===== src/rtl/tx_bram_loader.sv =====
// Byte-stream to 64-bit BRAM packer for the dot11_tx packet buffer.
// Packs bytes little-endian into port-A words, then kicks dot11_tx and waits for its done pulse.
module tx_bram_loader #(
  parameter int ADDR_WIDTH = 12
) (
  input  logic                    clk,
  input  logic                    phy_tx_arestn,
  input  logic [7:0]              s_byte_data,
  input  logic                    s_byte_valid,
  input  logic                    s_byte_last,
  output logic                    s_byte_ready,
  output logic                    bram_we,
  output logic [ADDR_WIDTH-1:0]   bram_waddr,
  output logic [63:0]             bram_dout,
  output logic                    phy_tx_start,
  input  logic                    phy_tx_done,
  output logic [ADDR_WIDTH+2:0]   pkt_len,
  output logic                    ovf,
  output logic                    busy
);

  localparam logic [1:0] FILL      = 2'd0;
  localparam logic [1:0] DROP      = 2'd1;
  localparam logic [1:0] KICK      = 2'd2;
  localparam logic [1:0] WAIT_DONE = 2'd3;

  logic [1:0]            state_q, state_d;
  logic [63:0]           pack_q, pack_d;
  logic [2:0]            lane_q, lane_d;
  logic [ADDR_WIDTH:0]   waddr_q, waddr_d;
  logic [ADDR_WIDTH+3:0] cnt_q, cnt_d;
  logic                  we_q, we_d;
  logic [ADDR_WIDTH-1:0] bram_waddr_q, bram_waddr_d;
  logic [63:0]           dout_q, dout_d;
  logic                  start_q, start_d;
  logic [ADDR_WIDTH+2:0] pkt_len_q, pkt_len_d;
  logic                  ovf_q, ovf_d;
  logic                  busy_q, busy_d;
  logic                  ready_q, ready_d;

  logic                  accept_s;
  logic [63:0]           pack_next_s;
  logic [ADDR_WIDTH+3:0] cnt_inc_s;
  logic [ADDR_WIDTH:0]   waddr_inc_s;

  assign accept_s    = s_byte_valid & ready_q;
  assign pack_next_s = pack_q | ({56'd0, s_byte_data} << {lane_q, 3'b000});
  assign cnt_inc_s   = cnt_q + {{(ADDR_WIDTH+3){1'b0}}, 1'b1};
  assign waddr_inc_s = waddr_q + {{ADDR_WIDTH{1'b0}}, 1'b1};

  // Next-state, packing and output computation
  always_comb begin
    state_d      = state_q;
    pack_d       = pack_q;
    lane_d       = lane_q;
    waddr_d      = waddr_q;
    cnt_d        = cnt_q;
    we_d         = 1'b0;
    bram_waddr_d = bram_waddr_q;
    dout_d       = dout_q;
    start_d      = 1'b0;
    pkt_len_d    = pkt_len_q;
    ovf_d        = ovf_q;
    case (state_q)
      FILL: begin
        if (accept_s && waddr_q[ADDR_WIDTH]) begin
          // Word index has run past the BRAM: discard and flag.
          ovf_d  = 1'b1;
          pack_d = 64'd0;
          lane_d = 3'd0;
          if (s_byte_last) begin
            pkt_len_d = cnt_inc_s[ADDR_WIDTH+2:0];
            cnt_d     = '0;
            waddr_d   = '0;
          end else begin
            cnt_d   = cnt_inc_s;
            state_d = DROP;
          end
        end else if (accept_s) begin
          cnt_d = cnt_inc_s;
          if ((lane_q == 3'd7) || s_byte_last) begin
            we_d         = 1'b1;
            bram_waddr_d = waddr_q[ADDR_WIDTH-1:0];
            dout_d       = pack_next_s;
            pack_d       = 64'd0;
            lane_d       = 3'd0;
            waddr_d      = waddr_inc_s;
          end else begin
            pack_d = pack_next_s;
            lane_d = lane_q + 3'd1;
          end
          if (s_byte_last) begin
            pkt_len_d = cnt_inc_s[ADDR_WIDTH+2:0];
            ovf_d     = 1'b0;
            cnt_d     = '0;
            state_d   = KICK;
          end else begin
            state_d = FILL;
          end
        end else begin
          state_d = FILL;
        end
      end
      DROP: begin
        if (accept_s && s_byte_last) begin
          pkt_len_d = cnt_inc_s[ADDR_WIDTH+2:0];
          cnt_d     = '0;
          waddr_d   = '0;
          state_d   = FILL;
        end else if (accept_s) begin
          cnt_d = cnt_inc_s;
        end else begin
          state_d = DROP;
        end
      end
      KICK: begin
        start_d = 1'b1;
        state_d = WAIT_DONE;
      end
      WAIT_DONE: begin
        // A done arriving alongside our own start pulse belongs to nothing we sent.
        if (phy_tx_done && !start_q) begin
          waddr_d = '0;
          lane_d  = 3'd0;
          pack_d  = 64'd0;
          cnt_d   = '0;
          state_d = FILL;
        end else begin
          state_d = WAIT_DONE;
        end
      end
      default: begin
        state_d = FILL;
      end
    endcase
    ready_d = (state_d == FILL) || (state_d == DROP);
    busy_d  = (state_d != FILL);
  end

  // State and registered outputs
  always_ff @(posedge clk or negedge phy_tx_arestn) begin
    if (!phy_tx_arestn) begin
      state_q      <= FILL;
      pack_q       <= 64'd0;
      lane_q       <= 3'd0;
      waddr_q      <= '0;
      cnt_q        <= '0;
      we_q         <= 1'b0;
      bram_waddr_q <= '0;
      dout_q       <= 64'd0;
      start_q      <= 1'b0;
      pkt_len_q    <= '0;
      ovf_q        <= 1'b0;
      busy_q       <= 1'b0;
      ready_q      <= 1'b0;
    end else begin
      state_q      <= state_d;
      pack_q       <= pack_d;
      lane_q       <= lane_d;
      waddr_q      <= waddr_d;
      cnt_q        <= cnt_d;
      we_q         <= we_d;
      bram_waddr_q <= bram_waddr_d;
      dout_q       <= dout_d;
      start_q      <= start_d;
      pkt_len_q    <= pkt_len_d;
      ovf_q        <= ovf_d;
      busy_q       <= busy_d;
      ready_q      <= ready_d;
    end
  end

  assign s_byte_ready = ready_q;
  assign bram_we      = we_q;
  assign bram_waddr   = bram_waddr_q;
  assign bram_dout    = dout_q;
  assign phy_tx_start = start_q;
  assign pkt_len      = pkt_len_q;
  assign ovf          = ovf_q;
  assign busy         = busy_q;

endmodule


===== config.mk =====
export PLATFORM = sky130hd
export DESIGN_NAME = tx_bram_loader
export DESIGN_NICKNAME = d
export VERILOG_FILES = /design/src/rtl/tx_bram_loader.sv
export SDC_FILE = /design/constraint.sdc
export NUM_CORES = 1
export LEC_CHECK = 0
export ABC_CLOCK_PERIOD_IN_PS = 2200
export CORE_AREA = 2 2 125 127
export CTS_CLUSTER_SIZE = 25
export DETAILED_ROUTE_END_ITERATION = 10
export DIE_AREA = 0 0 127 129
export DONT_BUFFER_PORTS = 1
export GPL_TIMING_DRIVEN = 0
export PLACE_DENSITY = 0.69
export SLEW_MARGIN = 10
export SYNTH_ARGS = -nofsm -noshare
export SYNTH_HDL_FRONTEND = slang
export SYNTH_SLANG_ARGS = --single-unit

===== constraint.sdc =====
create_clock -name clk -period 2.2 [get_ports clk]
set_input_delay 0.22 -clock clk [delete_from_list [all_inputs] [get_ports clk]]
set_output_delay 0.22 -clock clk [all_outputs]
set_load 0.01 [all_outputs]

== Word-level counts from Yosys, hierarchy flattened ==
Cells that the tools add are included.

* Output and inout bits: 96
* Register bits: 194

* Reductions and logical operators: 20
* Shift operators: 1
* Equality and inequality tests: 11
* Bitwise gates (word level): 3
* Add/subtract/negate cells: 3
* Mux-type cells: 45

{| class="wikitable"
|+ Operator list
! operator !! number
|-
| $mux W64 || 4
|-
| $pmux W64 S2 || 1
|-
| $mux W16 || 6
|-
| $mux W13 || 6
|-
| $or A64 B64 Y64 || 1
|-
| $shl A8 B6 Y64 || 1
|-
| $mux W15 || 4
|-
| $pmux W16 S3 || 1
|-
| $pmux W13 S3 || 1
|-
| $pmux W15 S2 || 1
|-
| $add A16 B1 Y16 const B || 1
|-
| $mux W2 || 7
|-
| $add A13 B1 Y13 const B || 1
|-
| $mux W3 || 4
|-
| $ne A3 B3 Y1 const B || 4
|-
| $reduce_bool A2 Y1 || 5
|-
| $reduce_and A3 Y1 || 3
|-
| $mux W1 || 8
|-
| $pmux W2 S4 || 1
|-
| $reduce_and A4 Y1 || 2
|-
| $pmux W3 S2 || 1
|-
| $reduce_and A6 Y1 || 1
|-
| $eq A2 B1 Y1 const B || 2
|-
| $eq A2 B2 Y1 const B || 2
|-
| other kinds (10) || 15
|}

== Depth between registers and ports, before layout ==
Gate-level depths: netlist of run 1.

* Depth in word-level cells: 6
* Gate-level depth with buffers: 8
* Gate-level depth less buffers: 6

== Least setup slack after synthesis of run 1 ==
No wires, ideal clock.

* Path type: register -> register
* Start point: reg lane_q[0]
* End point: reg waddr_q[12]
* Clock period less this slack: 1.985 ns
* Buffers on the path: 0
* Data arrival time: 1.866 ns
* Path slack: 0.215 ns
* Data required time: 2.081 ns
* Cell stages (with the launch flop): 7
* Cells stage by stage: dfrtp_1 -> ha_1 -> ha_1 -> or4_1 -> o2111ai_2 -> nor4_1 -> o21a_1

* Cells in the longest elaborated chain, start to end: 4

{| class="wikitable"
|+ Ends and longest elaborated chain
! element !! line !! text
|-
| start: declaration || 29 || <nowiki>logic [2:0] lane_q, lane_d;</nowiki>
|-
| start signal: assignment || 159 || <nowiki>lane_q <= lane_d;</nowiki>
|-
| $eq A3 B3 Y1 || 81 || <nowiki>if ((lane_q == 3'd7) || s_byte_last) begin</nowiki>
|-
| $logic_or A1 B1 Y1 || 81 ||
|-
| $ne A3 B3 Y1 (no line) || n/a ||
|-
| $reduce_and A6 Y1 (no line) || n/a ||
|-
| end signal: assignment || 160 || <nowiki>waddr_q <= waddr_d;</nowiki>
|-
| end: declaration || 30 || <nowiki>logic [ADDR_WIDTH:0] waddr_q, waddr_d;</nowiki>
|}

No other way between the ends.
A chain may end at the register's enable or synchronous reset.

== Worst setup path in the final report of run 1 ==
* Start point: reg lane_q[0]
* End point: reg pack_q[63]

* Cells in the longest elaborated chain, start to end: 6
* Elaborated cells between the ends (all ways): 8
* Those cells by class: eq/ne (1); shift (1); mux (4); bitwise (1); reduce/logical (1)

{| class="wikitable"
|+ Ends and longest elaborated chain
! element !! line !! text
|-
| $shl A8 B6 Y64 / $eq A3 B3 Y1 (equally long branches) || 47, 81 ||
|-
| $or A64 B64 Y64 / $logic_or A1 B1 Y1 (equally long branches) || 47, 81 ||
|-
| $mux W64 (*) || 81 ||
|-
| $mux W64 (*) || 79 || <nowiki>end else if (accept_s) begin</nowiki>
|-
| $mux W64 (*) || 66 || <nowiki>if (accept_s && waddr_q[ADDR_WIDTH]) begin</nowiki>
|-
| $pmux W64 S2 (*) || 64 || <nowiki>case (state_q)</nowiki>
|-
| end signal: assignment || 158 || <nowiki>pack_q <= pack_d;</nowiki>
|-
| end: declaration || 28 || <nowiki>logic [63:0] pack_q, pack_d;</nowiki>
|}

Every way passes the cells marked *; elsewhere a longest branch is shown, timed or not. The select of a mux whose other input is x is not followed.

==> results.py, run 1 <==
metrics = {
    "detailed_routing": {
        "totalWireLength_um": 20000,
        "avgRoutedWirePerCell_um": 20.5,
        "postRouteAntennaNets": 0,
        "detailedRoute.firstIterationViolations": 556,
        "post_drt_via_cell_ratio": 6.12,
        "total_drc_errors_in_the_routed_layout": 0,
        "first_pass_iters": 4,
        "vias": 5947,
    },
    "place": {
        "place_hpwl_um": 12700,
        "placement.setup.worst_slack_ps": -458,
        "gpl.final_weighted_congestion": 0.845,
        "place.port_buffers": 0,
    },
    "pwr": {
        "vdd_drop_max_mv": 0.675,
        "cellLeakagePower_nw": 3.89,
        "power_density_nw_per_um2": 1260,
    },
    "synth": {
        "synthesis.nets": 766,
        "yosys.area.top_type_share_pct": 59.6,
        "ys_ff_latch": 193,
        "synthMuxAreaShare_pct": 2.05,
        "synth_cell_area_um2": 8110,
        "largest_family_of_logic_cells_by_synthesized_area": "compound AO/OA/AOI/OAI gates",
        "synth-compound-area-share_pct": 20.9,
        "yosys.area.top_type": "dfrtp_1",
        "synth_xor_area_share_pct": 1.19,
        "synth.top_cells.by_area": "dfrtp_1 60%, a21oi_1 8.8%, o2bb2ai_1 6.9%, nor2_1 3.4%, nand2_1 2.1%",
        "synth_ff_type": "dfrtp_1",
        "yosysWarningCount": 0,
        "synth_enable_flop_cells": 0,
        "synth-adder-area-share_pct": 0.617,
        "syn-instance-count": 749,
        "synth_area_in_simple_gates_pct": 12.1,
        "avgSynthCellArea_um2": 10.8,
        "async_reset_ff_share_pct": 100,
        "synth_seq_area_share_pct": 59.6,
        "synth.lib_cells_used.distinct": 55,
    },
    "timing": {
        "setup_viol": 0,
        "fin_worst_hold_slack_ps": -513,
        "finalHoldViolations": 193,
        "drv_slew": 0,
        "postLayoutSetupSlackWorst_ps": 126,
        "relSlewSlack_pct": 39.4,
        "post-route-min-period_ps": 2070,
        "final_min_period_over_clock_period_pct": 94.3,
        "skew_final_ps": 8.64,
        "tightest_slew_ps": 903,
        "fmaxAchievable_ghz": 0.482,
        "grt_setup_unrepaired": "yes",
    },
    "global_routing": {
        "globalRouteTotalUtil_pct": 25.5,
        "use_met1_pct": 34.5,
        "first_pass_grt_wire_length_um": 32400,
        "grt_util_met2_pct": 41.2,
        "via_count_of_the_first_global_routing_pass": 5995,
        "grt.overflow.total": 0,
        "antenna_violations_before_repair": 0,
        "grt_start_max_net_pins": 194,
        "grt_util_met3_pct": 6.53,
        "grt_busiest_layer": "met2",
    },
    "cts": {
        "clk-insertion-delay-late_ps": 430,
        "clock-root-buffer": "clkbuf_16",
        "cts_max_path_buffers": 2,
        "cts-htree-levels": 4,
        "cts.clk_slew.worst_paths_ps": 70,
        "tritoncts": "yes",
        "cts_buffer_count": 17,
        "numClockSinks": 193,
    },
    "worst_setup_path": {
        "worstSetupEndpointType": "flip-flop",
        "count_of_buffering_cells_on_the_critical_path_with_inverters_included": 1,
        "timing.critical_path.arrival_ps": 2420,
        "timing.critical_path.required_ps": 2550,
        "criticalPathCategory": "flip-flop to flip-flop",
        "crit_path_top_delay_cell": "dfrtp_2",
        "crit_path_cell_trace": "ha_1 -> ha_2 -> nor2_4 -> nor4b_4 -> buf_4 -> nand2_2 -> o2bb2ai_1",
        "cp_max_fo": 10,
        "critPathTopFamily": "simple AND/OR/NAND/NOR gates",
        "timing.critical_path.slowest_cell_delay_ps": 450,
        "crit_path_start_kind": "flip-flop",
    },
    "finish": {
        "multiInputGateArea_um2": 3110,
        "antenna-diode-count": 0,
        "ratio_of_cells_with_drive_above_1_in_the_final_layout_pct": 11.6,
        "nNetsFinal": 788,
        "layout_commonest_cell": "dfrtp_1",
        "mostFrequentLayoutCells": "192 x dfrtp_1, 141 x a21oi_1, 73 x nor2_1",
        "syn2layout_area_growth_pct": 12.6,
        "final-seq-area_um2": 4830,
        "fill_cells": 1236,
    },
    "status": {
        "violations": "negative hold slack",
        "outcome": "finished, violations left",
    },
    "die": {
        "row_count": 45,
        "dieWidth_um": 127,
        "pin_count": 109,
        "die_y_um": 129,
        "core_um2": 15000,
        "start_util_pct": 54.1,
        "design.die.area_um2": 16400,
    },
    "worst_hold_path": {
        "holdCritPathClass": "input port to asynchronous set/reset pin",
    },
    "run": {
        "max-cap-violations": 0,
    },
}
registers in the layout, indices dropped and copies added (netlist names):
signal	cells
bram_dout	64
pack_q	64
cnt_q	15
pkt_len	15
waddr_q	13
bram_waddr	12
lane_q	3
state_q	2
bram_we	1
busy	1
ovf	1
phy_tx_start	1
s_byte_ready	1
cells in the mapped netlist (all sizes together) (7+ instances only):
cell,number
xnor2,7
o2bb2ai,64
a31oi,7
nor2,74
nand2,46
o21ai,26
o31ai,10
mux2,13
or4,11
clkbuf,24
dfrtp,193
nand3,13
a21oi,142
buf,35
metal layers:
layer / share of wire [%] / vias to the layer above / wire length, um
li1: - / 2763 / -
met1: 44 / 2969 / 8740
met2: 48 / 194 / 9610
met3: 6.8 / 21 / 1360
met4: 1.2 / 0 / 249
met5: 0 / - / 0
repair_timing:
item,CTS,global route
cloned,1,0
endpoints found under the hold margin,193,193
endpoints found under the setup margin,151,152
pin swaps,2,4
resized for setup,18,41
buffers inserted,2,0
report_power, final:
part,total (mW),internal [mW],switching [mW]
Sequential,5.53,4.48,1.05
Clock,3.16,1.82,1.34
Combinational,2.77,1.07,1.70
Total,11.5,7.37,4.10
worst register-to-register path, stage by stage (launching register included):
cell	delay, ps
dfrtp_2	450
ha_1	210
ha_2	200
nor2_4	120
nor4b_4	290
buf_4	270
nand2_2	210
o2bb2ai_1	250
final timing paths:
path / from / slack [ps] / endpoint / cells after the start
min in group clk: phy_tx_done / 40 / s_byte_ready / 2
worst max register to register: lane_q[0] / 130 / pack_q[63] / 7
worst min-delay path: phy_tx_arestn / -510 / bram_waddr[6] / 0
worst min register to register: pack_q[55] / 490 / pack_q[55] / 1
worst max-delay path: lane_q[0] / 130 / pack_q[63] / 7
max in group asynchronous: phy_tx_arestn / 2460 / lane_q[0] / 0
through the flow:
stage	setup TNS [ps]	cells	cell area (um^2)	total power, mW	util, %
floorplan	0	749	8110	7.32	-
global placement	-28180	937	8340	8.03	55.7
CTS	-1060	972	9040	11.4	60.4
detailed placement	-39020	937	8340	8.16	55.7
global route	-10.8	972	9130	12.1	61.0
finish	0	972	9130	11.5	61.0
cells by family (layout without fill, tap and decap cells):
| group | count (synthesis) | after routing |
|---|---|---|
| muxes | 15 | 15 |
| AOI/OAI and AO/OA | 269 | 270 |
| adders and majority gates | 4 | 4 |
| DFF | 193 | 193 |
| buffers and inverters | 64 | 98 |
| and+or+nand+nor | 193 | 193 |
| xor gates and xnor gates | 11 | 11 |
cell type report:
type                            count  area share (%)
Buffer                             59            3.54
Tap cell                          188            2.58
Inverter                            5           0.206
Clock inverter                     13            1.73
Multi-Input combinational cell    493            34.0
Clock buffer                       19            4.85
Sequential cell                   193            52.9
Timing Repair Buffer                2           0.164
(Power assumes the default switching activity.)
==> inputs of run 2 (changes only) <==
--- a/config.mk
+++ b/config.mk
@@ -12,6 +12,7 @@
 export DIE_AREA = 0 0 127 129
 export DONT_BUFFER_PORTS = 1
 export GPL_TIMING_DRIVEN = 0
+export MAX_ROUTING_LAYER = met4
 export PLACE_DENSITY = 0.69
 export SLEW_MARGIN = 10
 export SYNTH_ARGS = -nofsm -noshare
==> run 2 against run 1 <==
The run still ends with negative hold slack left. Sequential power is essentially flat. Die area did not move. Combinational power about the same. Via count increased by 2.3%. Wire length about the same. Clock skew is 1.5 ps lower. Clock power down 5%. Core utilization is essentially flat. Clock-buffer cell count is 2 higher. Largest power group unchanged. Highest routed layer unchanged.
==> results.py, run 2 (synthesized netlist as in run 1, its figures left out) <==
metrics = {
    "finish": {
        "syn2layout_area_growth_pct": 12.6,
        "ratio_of_cells_with_drive_above_1_in_the_final_layout_pct": 12.2,
        "final_util_pct": 60.9,
        "final-seq-area_um2": 4830,
        "antenna-diode-count": 0,
        "mostFrequentLayoutCells": "191 x dfrtp_1, 141 x a21oi_1, 73 x nor2_1",
        "multiInputGateArea_um2": 3130,
        "nNetsFinal": 788,
        "fill_cells": 1241,
        "layout_commonest_cell": "dfrtp_1",
    },
    "global_routing": {
        "globalRouteTotalUtil_pct": 26.0,
        "grt.overflow.total": 0,
        "grt_start_max_net_pins": 194,
        "via_count_of_the_first_global_routing_pass": 5945,
        "first_pass_grt_wire_length_um": 31900,
        "antenna_violations_before_repair": 0,
    },
    "timing": {
        "fmaxAchievable_ghz": 0.467,
        "tightest_slew_ps": 823,
        "grt_setup_unrepaired": "yes",
        "post-route-min-period_ps": 2140,
        "final_min_period_over_clock_period_pct": 97.3,
        "finalHoldViolations": 193,
        "fin_worst_hold_slack_ps": -519,
        "relSlewSlack_pct": 45.2,
        "totalNegativeSetupSlack_ps": 0,
        "skew_final_ps": 7.17,
        "setup_viol": 0,
        "drv_slew": 0,
    },
    "cts": {
        "cts-htree-levels": 4,
        "cts.clk_slew.worst_paths_ps": 70,
        "clock-root-buffer": "clkbuf_16",
        "tritoncts": "yes",
        "cts_max_path_buffers": 2,
        "cts_buffer_count": 17,
        "numClockSinks": 193,
        "clk-insertion-delay-late_ps": 440,
    },
    "detailed_routing": {
        "total_drc_errors_in_the_routed_layout": 0,
        "vias": 6084,
        "first_pass_iters": 5,
        "detailedRoute.firstIterationViolations": 503,
        "postRouteAntennaNets": 0,
        "totalWireLength_um": 20000,
        "avgRoutedWirePerCell_um": 20.6,
        "post_drt_via_cell_ratio": 6.26,
    },
    "place": {
        "place.port_buffers": 0,
        "gpl.final_weighted_congestion": 0.856,
        "place_hpwl_um": 12800,
    },
    "worst_setup_path": {
        "crit_path_cell_trace": "ha_1 -> ha_1 -> nor2_4 -> nor4b_4 -> or2_1 -> buf_4 -> buf_4 -> o2bb2ai_1",
        "cp_max_fo": 10,
        "timing.critical_path.arrival_ps": 2490,
        "criticalPathCategory": "flip-flop to flip-flop",
        "worstSetupEndpointType": "flip-flop",
        "crit_path_top_delay_cell": "dfrtp_2",
        "timing.critical_path.slowest_cell_delay_ps": 440,
        "crit_path_start_kind": "flip-flop",
        "timing.critical_path.required_ps": 2550,
    },
    "die": {
        "core_um2": 15000,
        "pin_count": 109,
        "design.die.area_um2": 16400,
        "start_util_pct": 54.1,
        "row_count": 45,
        "dieWidth_um": 127,
        "die_y_um": 129,
    },
    "worst_hold_path": {
        "holdCritPathClass": "input port to asynchronous set/reset pin",
    },
    "status": {
        "outcome": "finished, violations left",
        "violations": "negative hold slack",
    },
    "pwr": {
        "power_density_nw_per_um2": 1240,
        "cellLeakagePower_nw": 3.88,
        "vdd_drop_max_mv": 0.689,
    },
    "run": {
        "max-cap-violations": 0,
    },
}
## run 2: critical path: cells and delay by family (launching register included)
family / cells / cell delay, ps
AOI/OAI and AO/OA: 1 / 140
adders and majority gates: 2 / 460
buffers and inverters: 2 / 390
DFF: 1 / 440
and+or+nand+nor: 3 / 620
## run 2: final cells by class
cell class,instances,share of cell area (%)
flip-flops and latches,193,53.0
multi-input cells,493,34.3
clock buffers,21,5.16
plain buffers,59,3.48
well taps,188,2.58
clock inverters,11,1.14
inverters,5,0.206
repair buffers,2,0.165
## run 2: per-stage QoR
step	setup slack (ps)	area, um^2	power, mW	instances
6_report	59.9	9120	11.3	972
5_1_grt	-58.2	9120	11.9	972
4_1_cts	-29.2	8980	11.2	971
3_5_place_dp	-437	8340	8.15	937
3_3_place_gp	-371	8340	8.03	937
2_1_floorplan	215	8110	7.32	749
## run 2: repair_timing
action / in CTS / in global routing
pin swaps: 1 / 3
setup endpoints to repair: 147 / 155
gates cloned: 0 / 1
buffers inserted: 2 / 0
endpoints found under the hold margin: 193 / 193
resized for setup: 19 / 39
## run 2: path summary, 6_finish.rpt
| check | to | slack [ps] | from | depth (start not counted) |
|---|---|---|---|---|
| max | pack_q[60] | 60 | lane_q[0] | 8 |
| min | bram_waddr[5] | -520 | phy_tx_arestn | 0 |
| max reg2reg | pack_q[60] | 60 | lane_q[0] | 8 |
| min reg2reg | pack_q[57] | 490 | pack_q[57] | 1 |
| max in group asynchronous | cnt_q[7] | 2340 | phy_tx_arestn | 0 |
| min in group clk | s_byte_ready | 20 | phy_tx_done | 2 |
## run 2: layer usage
layer	vias to the layer above	track usage [%]	routed length, um
met4	0	8.60	412
met3	34	6.40	1380
li1	2780	-	-
met5	-	-	0
met2	237	39.0	9530
met1	3033	35.1	8660
## run 2: power by group
group	total [mW]	internal, mW	switching, mW
sequential	5.54	4.48	1.06
clock	3.01	1.66	1.35
combinational	2.77	1.07	1.70
==> inputs of run 3 (changes only) <==
==> config.mk (replaced) <==
export PLATFORM = sky130hd
export DESIGN_NAME = tx_bram_loader
export DESIGN_NICKNAME = d
export VERILOG_FILES = /design/src/rtl/tx_bram_loader.sv
export SDC_FILE = /design/constraint.sdc
export NUM_CORES = 1
export LEC_CHECK = 0
export ABC_CLOCK_PERIOD_IN_PS = 1800
export CORE_AREA = 2 2 168 170
export CTS_CLUSTER_SIZE = 25
export DETAILED_ROUTE_END_ITERATION = 10
export DIE_AREA = 0 0 170 172
export DONT_BUFFER_PORTS = 1
export GPL_TIMING_DRIVEN = 0
export MAX_ROUTING_LAYER = met4
export PLACE_DENSITY = 0.45
export SLEW_MARGIN = 10
export SYNTH_ARGS = -nofsm -noshare
export SYNTH_HDL_FRONTEND = slang
export SYNTH_SLANG_ARGS = --single-unit
==> constraint.sdc (replaced) <==
create_clock -name clk -period 1.8 [get_ports clk]
set_input_delay 0.18 -clock clk [delete_from_list [all_inputs] [get_ports clk]]
set_output_delay 0.18 -clock clk [all_outputs]
set_load 0.01 [all_outputs]
==> run 3 against run 2 <==
The run ends with negative hold slack, negative setup slack left. Sequential share of layout area is 9.4 points lower. First-iteration DRC count shrank 41%. Final cell count is 20% higher. Clock power rose by 27%. Fmax is 10% higher. Core utilization is 20 points lower. Critical endpoint is now pack_q[11]. Hold slack got worse by 46 ps. Largest power group unchanged.
==> results.py, run 3 (synthesized netlist as in run 1, its figures left out) <==
metrics = {
    "worst_setup_path": {
        "cp_common_cell": "ha_4",
        "cp_max_fo": 10,
        "timing.critical_path.required_ps": 2160,
        "timing.critical_path.arrival_ps": 2300,
        "crit_path_top_delay_cell": "dfrtp_2",
        "crit_path_cell_trace": "ha_4 -> ha_4 -> nor2_4 -> nor4b_4 -> or2_1 -> buf_12 -> buf_8 -> o2bb2ai_1",
        "criticalPathCategory": "flip-flop to flip-flop",
        "worstSetupEndpointType": "flip-flop",
        "timing.critical_path.slowest_cell_delay_ps": 430,
        "crit_path_start_kind": "flip-flop",
    },
    "die": {
        "die_y_um": 172,
        "row_count": 61,
        "design.die.area_um2": 29200,
        "dieWidth_um": 170,
        "pin_count": 109,
        "core_um2": 27500,
        "start_util_pct": 29.5,
    },
    "finish": {
        "mostFrequentLayoutCells": "184 x dfrtp_1, 91 x a21oi_1, 56 x nor2_1",
        "antenna-diode-count": 0,
        "ratio_of_cells_with_drive_above_1_in_the_final_layout_pct": 35.6,
        "syn2layout_area_growth_pct": 37.2,
        "layout_commonest_cell": "dfrtp_1",
        "nNetsFinal": 822,
    },
    "detailed_routing": {
        "postRouteAntennaNets": 0,
        "vias": 6163,
        "detailedRoute.firstIterationViolations": 298,
        "totalWireLength_um": 25300,
        "avgRoutedWirePerCell_um": 21.7,
        "total_drc_errors_in_the_routed_layout": 0,
        "post_drt_via_cell_ratio": 5.30,
        "first_pass_iters": 4,
    },
    "timing": {
        "final_min_period_over_clock_period_pct": 108,
        "fmaxAchievable_ghz": 0.515,
        "setup_viol": 80,
        "postLayoutSetupSlackWorst_ps": -141,
        "relSlewSlack_pct": 25.5,
        "totalNegativeSetupSlack_ps": -8240,
        "fin_worst_hold_slack_ps": -565,
        "skew_final_ps": 16.0,
        "drv_slew": 0,
        "post-route-min-period_ps": 1940,
        "tightest_slew_ps": 1120,
        "grt_setup_unrepaired": "yes",
        "finalHoldViolations": 193,
    },
    "cts": {
        "numClockSinks": 193,
        "cts-htree-levels": 4,
        "cts_buffer_count": 17,
        "tritoncts": "yes",
        "cts.clk_slew.worst_paths_ps": 80,
        "clock-root-buffer": "clkbuf_16",
        "hold_buffers": 1,
        "cts_max_path_buffers": 2,
        "clk-insertion-delay-late_ps": 440,
    },
    "pwr": {
        "vdd_drop_max_mv": 0.672,
        "finalPower_mw": 16.3,
        "netSwitchingFraction_pct": 38.0,
        "clockPowerShare_pct": 23.5,
        "power.sequential.fraction_pct": 42.6,
        "internal-power_mw": 10.1,
        "power_density_nw_per_um2": 1470,
        "p_switching_mw": 6.20,
        "comb_power_share_pct": 33.9,
        "cellLeakagePower_nw": 4.37,
    },
    "global_routing": {
        "globalRouteTotalUtil_pct": 17.8,
        "via_count_of_the_first_global_routing_pass": 6272,
        "grt_start_max_net_pins": 194,
        "grt.overflow.total": 0,
        "antenna_violations_before_repair": 0,
        "first_pass_grt_wire_length_um": 38400,
    },
    "run": {
        "max-cap-violations": 0,
    },
    "place": {
        "place_hpwl_um": 14700,
        "place.port_buffers": 0,
        "gpl.final_weighted_congestion": 0.769,
    },
    "status": {
        "violations": "negative hold slack, negative setup slack",
        "outcome": "finished, violations left",
    },
    "worst_hold_path": {
        "holdCritPathClass": "input port to asynchronous set/reset pin",
    },
}
-- run 3: cell types whose count changed in the layout (fill, tap and decap cells not counted), sizes merged --
cell / change
dlygate4sd3: +1
inv: +3
buf: +31
clkinv: -2
-- run 3: path summary, 6_finish.rpt --
check                      slack [ps]     startpoint       endpoint  depth (start not counted)
max                              -140      lane_q[0]     pack_q[11]                          8
min                              -570  phy_tx_arestn  bram_waddr[7]                          0
max reg2reg                      -140      lane_q[0]     pack_q[11]                          8
min reg2reg                       500     pack_q[32]     pack_q[32]                          1
max in group asynchronous        1900  phy_tx_arestn      lane_q[1]                          0
min in group clk                  210    s_byte_last            ovf                          3
-- run 3: stage by stage --
step / setup slack [ps] / util [%] / instances / instance area (um^2)
after floorplan: -23.6 / - / 749 / 8150
after global placement: -1120 / 31.2 / 1095 / 8580
after detailed placement: -1090 / 31.2 / 1095 / 8580
after CTS: -130 / 37.8 / 1153 / 10400
after global routing: -210 / 40.5 / 1163 / 11100
final: -141 / 40.5 / 1163 / 11100
-- run 3: critical path: cells and delay by family, from the launching register on --
| family | cells | cell delay (ps) |
|---|---|---|
| flip-flops | 1 | 430 |
| AO/OA/AOI/OAI | 1 | 120 |
| adder cells (fa/ha/maj) | 2 | 340 |
| buffers and inverters | 2 | 350 |
| AND/OR/NAND/NOR | 3 | 620 |
-- run 3: area by class of cell --
type	instances	area (um^2)
fill	2664	16400
sequential	193	4840
multi-input combinational	493	4040
timing repair buffer	43	676
buffer	52	537
clock buffer	19	453
tap	346	433
clock inverter	12	123
inverter	5	18.8
-- run 3: power groups by stage --
stage / registers (mW) / logic (mW) / clock network (mW)
after floorplan: 6.53 / 2.46 / 0
after global placement: 6.97 / 3.24 / 0
after detailed placement: 6.97 / 3.26 / 0
after CTS: 6.96 / 4.65 / 3.90
after global routing: 7.15 / 6.02 / 4.08
final: 6.97 / 5.54 / 3.83
-- run 3: repair_timing --
| action | in CTS | in global routing |
|---|---|---|
| setup endpoints to repair | 172 | 174 |
| buffers inserted | 24 | 3 |
| resized for setup | 202 | 116 |
| pin swaps | 57 | 11 |
| hold endpoints to repair | 194 | 193 |
| cloned | 6 | 11 |
-- run 3: routing by layer --
metal,global-route usage (%),wire length (um),vias to the layer above
li1,-,-,2854
met2,27.3,11800,136
met5,-,0,-
met1,24.1,12100,3153
met3,3.82,1200,20
met4,4.38,254,0
